[config.mk]
export PLATFORM = sky130hd
export DESIGN_NAME = stream_out_framer
export DESIGN_NICKNAME = d
export VERILOG_FILES = /design/src/rtl/stream_out_framer.sv
export SDC_FILE = /design/constraint.sdc
export NUM_CORES = 1
export LEC_CHECK = 0
export CAP_MARGIN = 20
export CORE_MARGIN = 2
export CORE_UTILIZATION = 48
export DETAILED_ROUTE_END_ITERATION = 8
export PLACE_DENSITY = 0.77
export SKIP_LAST_GASP = 1
export SLEW_MARGIN = 10
export SYNTH_ARGS = -nofsm -noshare
export SYNTH_HDL_FRONTEND = slang
export SYNTH_SLANG_ARGS = --single-unit
[constraint.sdc]
create_clock -name clk -period 2.9 [get_ports clk]
set_input_delay 0.58 -clock clk [delete_from_list [all_inputs] [get_ports clk]]
set_output_delay 0.58 -clock clk [all_outputs]
set_load 0.005 [all_outputs]
[src/rtl/stream_out_framer.sv]
// Output framer between the result stream and the DMA S2MM channel: counts beats
// against a programmed length, tags TLAST, pulses done, and registers all outputs via a 2-entry buffer.
module stream_out_framer #(
  parameter int DATA_WIDTH = 128,
  parameter int CNT_WIDTH  = 32
) (
  input  logic                  clk,
  input  logic                  aresetn,
  input  logic                  start,
  input  logic [CNT_WIDTH-1:0]  beat_total,
  input  logic [DATA_WIDTH-1:0] s_data,
  input  logic                  s_valid,
  output logic                  s_ready,
  output logic [DATA_WIDTH-1:0] m_data,
  output logic                  m_valid,
  input  logic                  m_ready,
  output logic                  m_last,
  output logic                  busy,
  output logic                  done,
  output logic [CNT_WIDTH-1:0]  beat_cnt,
  output logic                  err_start
);

  typedef enum logic [1:0] {ST_IDLE, ST_RUN, ST_DRAIN} state_t;

  state_t                r_state;
  state_t                w_state_nxt;
  logic [CNT_WIDTH-1:0]  r_total;
  logic [CNT_WIDTH-1:0]  r_in_cnt;
  logic [CNT_WIDTH-1:0]  r_beat_cnt;
  logic                  r_done;
  logic                  r_err_start;

  logic [DATA_WIDTH-1:0] r_buf_data [2];
  logic [1:0]            r_buf_last;
  logic                  r_wr_ptr;
  logic                  r_rd_ptr;
  logic [1:0]            r_occ;

  logic                  w_push;
  logic                  w_pop;
  logic                  w_last_flag;
  logic                  w_start_ok;

  // s_ready depends only on registers, so m_ready never reaches the upstream ready path.
  assign s_ready     = (r_state == ST_RUN) && (r_in_cnt != r_total) && (r_occ != 2'd2);
  assign m_valid     = (r_occ != 2'd0);
  assign m_data      = r_buf_data[r_rd_ptr];
  assign m_last      = r_buf_last[r_rd_ptr] && m_valid;
  assign busy        = (r_state != ST_IDLE);
  assign done        = r_done;
  assign beat_cnt    = r_beat_cnt;
  assign err_start   = r_err_start;

  assign w_push      = s_valid && s_ready;
  assign w_pop       = m_valid && m_ready;
  assign w_last_flag = (r_in_cnt == r_total - CNT_WIDTH'(1));
  assign w_start_ok  = start && (r_state == ST_IDLE) && (beat_total != '0);

  always_comb begin
    // NOTE: default assigned first so every path drives w_state_nxt and no latch is inferred.
    w_state_nxt = r_state;
    unique case (r_state)
      ST_IDLE:  if (w_start_ok)               w_state_nxt = ST_RUN;
      ST_RUN:   if (w_push && w_last_flag)    w_state_nxt = ST_DRAIN;
      ST_DRAIN: if (w_pop && m_last)          w_state_nxt = ST_IDLE;
      default:                                w_state_nxt = ST_IDLE;
    endcase
  end

  // NOTE: sequential state uses non-blocking assignments so all registers update from pre-edge values.
  always_ff @(posedge clk or negedge aresetn) begin
    if (!aresetn) r_state <= ST_IDLE;
    else          r_state <= w_state_nxt;
  end

  always_ff @(posedge clk or negedge aresetn) begin
    if (!aresetn) begin
      r_total     <= '0;
      r_in_cnt    <= '0;
      r_beat_cnt  <= '0;
      r_done      <= 1'b0;
      r_err_start <= 1'b0;
    end else begin
      r_done <= 1'b0;
      if (w_push) r_in_cnt <= r_in_cnt + CNT_WIDTH'(1);
      if (w_pop && (r_beat_cnt != r_total)) r_beat_cnt <= r_beat_cnt + CNT_WIDTH'(1);
      if ((r_state == ST_DRAIN) && w_pop && m_last) r_done <= 1'b1;

      if (start) begin
        if (r_state != ST_IDLE) begin
          r_err_start <= 1'b1;
        end else if (beat_total == '0) begin
          r_done <= 1'b1;
        end else begin
          r_total     <= beat_total;
          r_in_cnt    <= '0;
          r_beat_cnt  <= '0;
          r_err_start <= 1'b0;
        end
      end
    end
  end

  always_ff @(posedge clk or negedge aresetn) begin
    if (!aresetn) begin
      // NOTE: the buffer entries are reset because the head entry is a visible output with a defined reset value.
      r_buf_data[0] <= '0;
      r_buf_data[1] <= '0;
      r_buf_last    <= '0;
      r_wr_ptr      <= 1'b0;
      r_rd_ptr      <= 1'b0;
      r_occ         <= '0;
    end else begin
      if (w_push) begin
        r_buf_data[r_wr_ptr] <= s_data;
        r_buf_last[r_wr_ptr] <= w_last_flag;
        r_wr_ptr             <= ~r_wr_ptr;
      end
      if (w_pop) r_rd_ptr <= ~r_rd_ptr;
      r_occ <= r_occ + {1'b0, w_push} - {1'b0, w_pop};
    end
  end

endmodule

==> impl_results.md <==
* Outcome: finished, violations left
* Failing checks: setup timing
* Max Cap Violations at 0
* DR vias at 13600
* Fmax at 319 MHz
* Fin crit share at 108%
* Worst-path clk slew at 0.06 ns
* Ys async rst share at 100%
* Hold wc startpoint: r_state[0]
* Clock tree root driver cell: clkbuf_16
* Synth-to-Final Area Change at 43.1%
* Final hold violation count at 0
* Worst r2r dst: r_buf_data[66]
* Nets at 2103
* Measured slew at the worst slew-check pin at 0.699 ns
* Syn nets at 1613
* Die width at 195 um
* EDFF count, synth at 0
* Crit path DAT at 3.55 ns
* Total Power at 25300 uW
* Initial Util at 49.0%
* Area fraction of the dominant cell type after synthesis at 51.9%
* Mapped Cells at 1443
* Max VDD drop at 0.950 mV
* Die Y at 195 um
* Min cycle time layout at 3.14 ns
* Routed WL at 55600 um
* Most frequent cells in the layout: 375 x mux2_2, 360 x dfrtp_1, 328 x clkdlybuf4s50_1
* Final setup vio count at 276
* Post-route design area at 25000 um^2
* Startpoint class of the critical path: register
* Flop pwr share at 32.6%
* Slew Limit Fails at 0
* Psw at 7600 uW
* Vias in the first global route at 14400
* Int Pwr at 17700 uW
* # rows at 69
* GR Util All Layers at 29.0%
* Routability cong. at 0.952
* DP HPWL at 36800 um
* Yosys reg bits at 362
* Ports at 331
* Final worst setup slack at -0.237 ns
* Placed cell areas at 22400 um^2
* Distinct cell type count after synthesis at 52
* Share of the yosys chip area belonging to registers at 51.9%
* Worst hold endpoint: done
* Largest net degree at the start of global routing at 57
* DIE AREA at 37900 um^2
* CP endpoint kind: register
* Gate power share at 46.5%
* Floorplan Core Area at 35700 um^2
* Net Sw Frac at 30.0%
* CTS max path bufs at 3
* CTS H-Tree Depth at 2
* Reg2Reg Setup Slack at -0.24 ns
* PwrDens at 1010 nW/um^2
* Total number of yosys warnings at 0
* Largest cells by area after synthesis: dfrtp_1 52%, mux2_2 25%, xnor2_1 5.0%, nand2_1 2.7%, xor2_1 1.9%
* R2R depth at 11
* # fillers at 2460
* Cell Area, Synth at 17500 um^2
* DRT iter0 DRCs at 779
* Finished Layout Cells at 2426
* Part of the power in the clock network at 20.9%
* TritonCTS clock tree: done
* Relative slew slack at 53.3%
* Worst path required time at 3.31 ns
* Pleak at 0.0105 uW
* Skew final at 0.0120 ns
* Global-route wire length before repair at 84400 um
* IO Port Bufs at 330
* TritonCTS Buffers at 40
* RSZ-0062 raised after global routing: yes
* Mean routed wirelength per cell at 22.9 um
* WHS Path Cells at 1
* Clk_lat worst skew at 0.53 ns
* Placed Instances at 2290
* Core Util, Final at 70.1%
* Fraction of layout cells with a size suffix above 1 at 34.8%
* Commonest non-fill, non-tap cell in the layout: mux2_2
* Reg2reg start: r_total[11]
* Initial antenna violation count at 5
* Ys flop type: dfrtp_1
* GRT overflow at 0
* Via density at 5.59
* Setup CP Type: register to register
* CP max FO at 8
* Pre-antenna DRT Iters at 7
* Hold Crit Class: register to register
* Drc violations at 0
* Syn avg cell area at 12.1 um^2
* Synth area leader: dfrtp_1
* Detail Route Antenna Nets at 0
* CTS sink count at 362
-- metrics by stage --
step           setup slack (ns)  setup TNS, ns  hold WS (ns)
4_1_cts                  -0.229         -40.57         0.458
6_report                 -0.237         -43.02         0.482
3_3_place_gp            -0.0836        -0.0836         0.428
5_1_grt                  -0.288         -58.35         0.501
2_1_floorplan           0.00124              0         0.284
3_5_place_dp            -0.0873          -2.12         0.436
-- power groups by stage --
stage / Sequential (uW) / Clock (uW) / Combinational [uW]
after floorplan: 7840 / 0 / 5320
after global placement: 8040 / 0 / 10000
after detailed placement: 8230 / 0 / 10200
after CTS: 8190 / 5350 / 11700
after global routing: 8490 / 5590 / 12400
final: 8260 / 5290 / 11800
-- critical path, stage by stage (launching register included) --
cell and delay [ns]:
dfrtp_1 0.41, xor2_2 0.19, or4_4 0.54, or4_4 0.45
buf_6 0.14, o31ai_4 0.29, buf_6 0.18, buf_12 0.12
nor2_4 0.09, buf_12 0.19, buf_12 0.13, mux2_2 0.27
-- worst max-delay path by stage --
stage                  from        endpoint  slack [ns]  cells past startpoint
4_1_cts         r_total[23]         s_ready       -0.23                      5
5_1_grt         r_total[11]  r_buf_data[66]       -0.29                     11
3_3_place_gp   r_in_cnt[11]         s_ready       -0.08                      5
2_1_floorplan    r_total[2]      r_state[0]       0.001                      9
3_5_place_dp   r_in_cnt[11]         s_ready       -0.09                      5
6_report        r_total[11]  r_buf_data[66]       -0.24                     11
-- state kept, by name, summed over array words and instances (netlist names) --
| signal | cells |
|---|---|
| r_in_cnt | 32 |
| err_start | 1 |
| done | 1 |
| r_state | 2 |
| r_buf_data | 256 |
| beat_cnt | 32 |
| r_buf_last | 2 |
| r_wr_ptr | 1 |
| r_occ | 2 |
| r_rd_ptr | 1 |
| r_total | 32 |
-- cell families after synthesis --
family,Yosys count,share of synthesized area (%)
simple gates,386,11.2
mux,388,25.0
buf+inv,105,2.37
compound gates,60,2.29
flops,362,51.9
xor+xnor,137,6.87
fa+ha+maj,5,0.358
-- metal layers --
metal	routed length, um	vias to the layer above	global-route usage (%)
li1	-	6097	-
met1	22300	6870	36.3
met2	27000	493	48.7
met3	4430	95	7.86
met4	1880	0	9.60
met5	0	-	0
-- what timing repair did --
| item | 4_1_cts | 5_1_grt |
|---|---|---|
| endpoints found under the setup margin | 187 | 282 |
| cloned | 31 | 3 |
| hold endpoints to repair | 39 | 0 |
| buffers inserted | 23 | 14 |
| pin swaps | 9 | 16 |
| hold buffers | 1 | 0 |
| resized for setup | 38 | 42 |
-- cells in the mapped netlist, drive strengths merged (4+ instances only) --
library cell / n
nand2: 124
a31oi: 4
and4: 9
buf: 13
inv: 22
or2: 5
dfrtp: 362
ha: 5
o21ai: 17
nor3: 28
or4: 12
nor4: 36
a21oi: 13
nand2b: 6
and2: 5
xor2: 38
and3: 9
nand4b: 7
xnor2: 99
nor2: 74
nand4: 29
mux2: 385
clkbuf: 70
nand3: 24
a211oi: 4
or3: 9
-- layout make-up --
class | instances | area [um^2] | area share [%]
repair buffers | 526 | 5690 | 22.8
well taps | 461 | 577 | 2.31
inverters | 22 | 82.6 | 0.330
multi-input cells | 981 | 8190 | 32.8
clock inverters | 13 | 181 | 0.726
clock buffers | 56 | 1190 | 4.78
flip-flops and latches | 362 | 9060 | 36.3
diodes | 5 | 12.5 | 0.0501
No activity file was read; power rests on OpenSTA's default activity.
